==> config.mk <==
export PLATFORM = sky130hd
export DESIGN_NAME = conv33_stream_ctrl
export DESIGN_NICKNAME = d
export VERILOG_FILES = /design/src/rtl/conv33_stream_ctrl.sv
export SDC_FILE = /design/constraint.sdc
export NUM_CORES = 1
export LEC_CHECK = 0
export ABC_AREA = 1
export BUFFER_PORTS_ARGS = -buffer_cell sky130_fd_sc_hd__buf_2
export CAP_MARGIN = 20
export CELL_PAD_IN_SITES_DETAIL_PLACEMENT = 1
export CELL_PAD_IN_SITES_GLOBAL_PLACEMENT = 1
export CORE_MARGIN = 1.5
export CORE_UTILIZATION = 45
export CTS_BUF_LIST = sky130_fd_sc_hd__clkbuf_2 sky130_fd_sc_hd__clkbuf_4 sky130_fd_sc_hd__clkbuf_8
export CTS_CLUSTER_DIAMETER = 40
export DETAILED_ROUTE_END_ITERATION = 8
export GPL_TIMING_DRIVEN = 0
export PLACE_DENSITY_LB_ADDON = 0.1
export SLEW_MARGIN = 20
export SYNTH_ARGS = -nofsm -noshare
export SYNTH_HDL_FRONTEND = slang
export SYNTH_SLANG_ARGS = --single-unit
==> constraint.sdc <==
create_clock -name clk -period 4.6 [get_ports clk]
set_input_delay 0.92 -clock clk [delete_from_list [all_inputs] [get_ports clk]]
set_output_delay 0.92 -clock clk [all_outputs]
set_load 0.05 [all_outputs]
==> src/rtl/conv33_stream_ctrl.sv <==
`default_nettype none
// ============================================================================
// Module   : conv33_stream_ctrl
// Brief    : Streams a square image through the conv33 3x3 datapath and
//            emits the (W-2)x(W-2) valid output pixels on a ready/valid port.
// Revision : 1.0 - initial release
// ============================================================================
module conv33_stream_ctrl #(
  parameter int IMG_W       = 252,
  parameter int PIXEL_WIDTH = 8,
  parameter int ADDR_W      = 16,
  parameter int CONV_LAT    = 1
) (
  input  logic                   clk,
  input  logic                   rst,
  input  logic                   start,
  input  logic [1:0]             mode_in,
  output logic                   busy,
  output logic                   done,
  output logic                   mem_rd_en,
  output logic [ADDR_W-1:0]      mem_addr,
  input  logic [PIXEL_WIDTH-1:0] mem_rdata,
  output logic [PIXEL_WIDTH-1:0] conv_pix_top,
  output logic [PIXEL_WIDTH-1:0] conv_pix_mid,
  output logic [PIXEL_WIDTH-1:0] conv_pix_bot,
  output logic                   conv_shift_en,
  output logic                   conv_clr,
  output logic [1:0]             conv_mode,
  input  logic [PIXEL_WIDTH-1:0] conv_pixel_out,
  output logic                   out_valid,
  input  logic                   out_ready,
  output logic [PIXEL_WIDTH-1:0] out_data,
  output logic                   out_last
);

  localparam int CNT_W  = (IMG_W > 2) ? $clog2(IMG_W) : 2;
  localparam int WAIT_W = (CONV_LAT > 1) ? $clog2(CONV_LAT) : 1;

  localparam logic [CNT_W-1:0]  C_LAST_COL   = CNT_W'(IMG_W - 1);
  localparam logic [CNT_W-1:0]  C_LAST_ROW   = CNT_W'(IMG_W - 3);
  localparam logic [CNT_W-1:0]  C_WARMUP     = CNT_W'(2);
  localparam logic [ADDR_W-1:0] C_ROW_STRIDE = ADDR_W'(IMG_W);
  localparam logic [ADDR_W-1:0] C_TWO_ROWS   = ADDR_W'(2 * IMG_W);
  localparam logic [WAIT_W-1:0] C_WAIT_LAST  = WAIT_W'(CONV_LAT - 1);

  typedef enum logic [3:0] {
    IDLE  = 4'd0,
    RD_T  = 4'd1,
    RD_M  = 4'd2,
    RD_B  = 4'd3,
    LATCH = 4'd4,
    SHIFT = 4'd5,
    WAIT  = 4'd6,
    EMIT  = 4'd7,
    CLEAR = 4'd8,
    DONE  = 4'd9
  } state_t;

  state_t                 state_q, state_d;
  logic [CNT_W-1:0]       row_q, row_d;
  logic [CNT_W-1:0]       col_q, col_d;
  logic [ADDR_W-1:0]      base_q, base_d;
  logic [WAIT_W-1:0]      wait_q, wait_d;
  logic [1:0]             mode_q, mode_d;
  logic [PIXEL_WIDTH-1:0] pix_top_q, pix_top_d;
  logic [PIXEL_WIDTH-1:0] pix_mid_q, pix_mid_d;
  logic [PIXEL_WIDTH-1:0] pix_bot_q, pix_bot_d;
  logic [PIXEL_WIDTH-1:0] data_q, data_d;
  logic                   clr_fsm;
  logic                   adv_col;

  always_ff @(posedge clk or posedge rst) begin
    if (rst) begin
      state_q   <= IDLE;
      row_q     <= '0;
      col_q     <= '0;
      base_q    <= '0;
      wait_q    <= '0;
      mode_q    <= '0;
      pix_top_q <= '0;
      pix_mid_q <= '0;
      pix_bot_q <= '0;
      data_q    <= '0;
    end else begin
      state_q   <= state_d;
      row_q     <= row_d;
      col_q     <= col_d;
      base_q    <= base_d;
      wait_q    <= wait_d;
      mode_q    <= mode_d;
      pix_top_q <= pix_top_d;
      pix_mid_q <= pix_mid_d;
      pix_bot_q <= pix_bot_d;
      data_q    <= data_d;
    end
  end

  always_comb begin
    state_d       = state_q;
    row_d         = row_q;
    col_d         = col_q;
    base_d        = base_q;
    wait_d        = wait_q;
    mode_d        = mode_q;
    pix_top_d     = pix_top_q;
    pix_mid_d     = pix_mid_q;
    pix_bot_d     = pix_bot_q;
    data_d        = data_q;
    mem_rd_en     = 1'b0;
    mem_addr      = '0;
    conv_shift_en = 1'b0;
    clr_fsm       = 1'b0;
    out_valid     = 1'b0;
    out_last      = 1'b0;
    done          = 1'b0;
    adv_col       = 1'b0;

    case (state_q)
      IDLE: begin
        if (start) begin
          mode_d  = mode_in;
          row_d   = '0;
          col_d   = '0;
          base_d  = '0;
          state_d = RD_T;
        end
      end
      RD_T: begin
        mem_rd_en = 1'b1;
        mem_addr  = base_q;
        state_d   = RD_M;
      end
      // Memory has one cycle of read latency: each read state captures the
      // data requested by the previous one.
      RD_M: begin
        mem_rd_en = 1'b1;
        mem_addr  = base_q + C_ROW_STRIDE;
        pix_top_d = mem_rdata;
        state_d   = RD_B;
      end
      RD_B: begin
        mem_rd_en = 1'b1;
        mem_addr  = base_q + C_TWO_ROWS;
        pix_mid_d = mem_rdata;
        state_d   = LATCH;
      end
      LATCH: begin
        pix_bot_d = mem_rdata;
        state_d   = SHIFT;
      end
      SHIFT: begin
        conv_shift_en = 1'b1;
        if (col_q < C_WARMUP) begin
          adv_col = 1'b1;
        end else begin
          wait_d  = '0;
          state_d = WAIT;
        end
      end
      WAIT: begin
        if (wait_q == C_WAIT_LAST) begin
          data_d  = conv_pixel_out;
          state_d = EMIT;
        end else begin
          wait_d = wait_q + 1'b1;
        end
      end
      EMIT: begin
        out_valid = 1'b1;
        out_last  = (row_q == C_LAST_ROW) && (col_q == C_LAST_COL);
        if (out_ready) begin
          adv_col = 1'b1;
        end
      end
      CLEAR: begin
        clr_fsm = 1'b1;
        if (row_q == C_LAST_ROW) begin
          state_d = DONE;
        end else begin
          row_d   = row_q + 1'b1;
          col_d   = '0;
          base_d  = base_q + 1'b1;
          state_d = RD_T;
        end
      end
      DONE: begin
        done    = 1'b1;
        state_d = IDLE;
      end
      default: begin
        state_d = IDLE;
      end
    endcase

    // base tracks row*IMG_W + col, so a column step is a plain increment.
    if (adv_col) begin
      if (col_q == C_LAST_COL) begin
        state_d = CLEAR;
      end else begin
        col_d   = col_q + 1'b1;
        base_d  = base_q + 1'b1;
        state_d = RD_T;
      end
    end
  end

  assign busy         = (state_q != IDLE);
  assign conv_clr     = rst | clr_fsm;
  assign conv_mode    = mode_q;
  assign conv_pix_top = pix_top_q;
  assign conv_pix_mid = pix_mid_q;
  assign conv_pix_bot = pix_bot_q;
  assign out_data     = data_q;

endmodule
`default_nettype wire
==> flow_summary.json <==
{
  "status": "finished, final reports clean",
  "worstPathArrival_ns": 2.74,
  "power_density_nw_per_um2": 834,
  "antenna_cells": 0,
  "drv_cap": 0,
  "nNetsFinal": 721,
  "cts_max_path_buffers": 2,
  "layout_min_cycle_time_ns": 3.66,
  "clkTransAtPathRegs_ns": 0.10,
  "dieWidth_um": 102,
  "synth_largest_area_cell": "dfrtp_1",
  "first_global_vias": 4640,
  "num_rows": 35,
  "synthArstFlopShare": 1.00,
  "min_to": "conv_mode[0]",
  "cts-buffers-inserted": 9,
  "vias_per_cell": 5.37,
  "ys_warn_count": 0,
  "synth_area_leaders": "dfrtp_1 (40%), nand2_1 (15%), nand3_1 (8.4%)",
  "synth_top_family_by_area": "simple AND/OR/NAND/NOR gates",
  "hpwl_um": 10400,
  "track_usage": 0.290,
  "ys_ff_latch": 70,
  "criticalPathCategory": "flip-flop to output port",
  "setup_viol": 0,
  "synth_nets": 631,
  "yosys-top-cells-count": "nand2_1 (175), nand3_1 (74), inv_1 (72)",
  "yosysSeqAreaShare": 0.399,
  "clock_skew_ns": 0.0164,
  "min_period_over_period": 0.797,
  "overflow": 0,
  "ir_drop_mv": 0.537,
  "synth-simple-area-share": 0.330,
  "end_kind": "output port",
  "cts.sink_count": 70,
  "start_kind": "flip-flop",
  "grt_pass1_wl_um": 23300,
  "synth.distinct_cells": 37,
  "ctsResizeCount": 0,
  "timing.rr.end": "base_q[7]",
  "critPathMaxFanout": 6,
  "yosysMostFrequentCell": "nand2_1",
  "gp_congestion": 0.860,
  "first_pass_iters": 5,
  "netlist_area_sq_um": 4390,
  "drt_iter0_markers": 156,
  "root_buffer": "clkbuf_8",
  "clk_latency_ns": 0.36,
  "grt_antenna_before_repair": 0,
  "die_area_sq_um": 10300,
  "synthXorXnorAreaFrac": 0.0300,
  "p_sw_frac": 0.587,
  "routed_wl_um": 13900,
  "whs_path_depth": 2,
  "synth_flop_cell": "dfrtp_1",
  "numPortBuffers": 78,
  "drcViolationCount": 0,
  "ios": 79,
  "num_vias": 4432,
  "drive_above_1_share": 0.211,
  "worstMarginPinSlew_ns": 0.609,
  "netlist_instances": 601,
  "max_freq_mhz": 273,
  "min_from": "conv_mode[0]",
  "p_int_uw": 1770,
  "total_leakage_power_uw": 0.00272,
  "setup_tns_ns": 0,
  "cts_tree": "done",
  "rsz0062_at_grt": "no",
  "synth_edf_count": 0,
  "reg2reg_from": "row_q[1]",
  "synthMuxAreaShare": 0.0205,
  "cts_hold_buf": 0,
  "avgRoutedWirePerCell_um": 16.9,
  "final_cells": 825,
  "post_cts_buffers": 0,
  "htree_levels": 3,
  "final_antenna_net_count": 0,
  "p_switching_uw": 2520,
  "synth_top_area_share": 0.399,
  "syn2layout_area_growth_pct": 17.6,
  "slew_headroom": 0.594,
  "r2r_slack_ns": 2.81,
  "drv_slew": 0,
  "start_util": 0.470,
  "min_path_type": "flip-flop to flip-flop",
  "synthAdderAreaFrac": 0.0228,
  "syn_avg_cell_area_sq_um": 7.30,
  "grt_max_degree": 37,
  "rr_worst_depth": 10,
  "coreArea_sq_um": 9330,
  "place_inst": 809,
  "power.share.clock": 0.123,
  "p_comb_frac": 0.627,
  "power_frac_seq": 0.250,
  "crit_required_ns": 3.68,
  "synth-compound-area-share": 0.110,
  "hold_violations": 0,
  "die_h_um": 102
}
-- stage by stage --
step | hold slack, ns | instance area, sq um | setup slack (ns) | utilization | total power (uW)
floorplan | 0.473 | 4390 | 0.519 | - | 3050
finish | 0.482 | 5160 | 0.936 | 0.553 | 4300
CTS | 0.486 | 5160 | 0.975 | 0.553 | 4310
global placement | 0.450 | 4940 | 0.142 | 0.529 | 3650
detailed placement | 0.463 | 4960 | 1.44 | 0.532 | 3760
global route | 0.522 | 5160 | 0.740 | 0.553 | 4600
-- worst max-delay path by stage --
stage / from / end
after global placement: rst / conv_clr
after CTS: base_q[3] / mem_addr[11]
after floorplan: rst / conv_clr
final: base_q[3] / mem_addr[11]
after detailed placement: base_q[3] / mem_addr[11]
after global routing: base_q[3] / mem_addr[11]
-- critical path: stages (launching register included) --
cell,delay (ns)
dfrtp_1,0.45
inv_1,0.22
ha_1,0.25
inv_1,0.08
nor2_1,0.20
nand2_1,0.15
o21ai_0,0.31
inv_1,0.17
a21oi_1,0.16
nand2_1,0.07
nand2_1,0.08
buf_2,0.26
-- power by group through the flow --
stage               clock (uW)  combinational [uW]  sequential [uW]
finish                     530                2700             1070
global route               562                2930             1100
CTS                        536                2700             1070
detailed placement           0                2680             1070
global placement             0                2600             1060
floorplan                    0                1500             1550
-- final cells by class --
class	count	area (sq um)
Fill cell	1248	4170
Multi-Input combinational cell	441	2250
Clock inverter	7	72.6
Sequential cell	70	1750
Tap cell	129	161
Buffer	16	103
Clock buffer	9	124
Timing Repair Buffer	79	410
Inverter	74	283
-- kinds of logic after synthesis --
| logic type | count (synthesis) |
|---|---|
| adder cells (fa/ha/maj) | 8 |
| AND/OR/NAND/NOR | 328 |
| multiplexers | 8 |
| flip-flops | 70 |
| buffers and inverters | 90 |
| XOR/XNOR | 15 |
| AO/OA/AOI/OAI | 82 |
-- placed cells by master, fill, tap and decap left out, types with 5 or more instances in the layout --
cell type	n
nor3_1	5
nand3_1	74
clkbuf_8	9
ha_1	8
o21ai_2	10
xor2_1	14
o21ai_0	45
dfrtp_1	70
nand2_2	7
inv_1	71
buf_2	84
nor2_1	47
mux2_2	8
nand4_1	8
a21oi_1	10
nand2_1	175
-- per-layer routing --
layer | part of all wire | wire (um) | global-route usage | vias up
met5 | 0 | 0 | 0 | -
met4 | 0.017 | 235 | 0.0897 | 0
met3 | 0.055 | 769 | 0.0690 | 26
met2 | 0.49 | 6800 | 0.489 | 103
met1 | 0.44 | 6140 | 0.368 | 2179
li1 | - | - | - | 2124
-- registers in the layout (all words and copies together), names as in the netlist --
name	count
row_q	8
conv_pix_top	8
col_q	8
base_q	16
conv_pix_mid	8
conv_pix_bot	8
conv_mode	2
state_q	4
out_data	8
(Power assumes the default switching activity.)
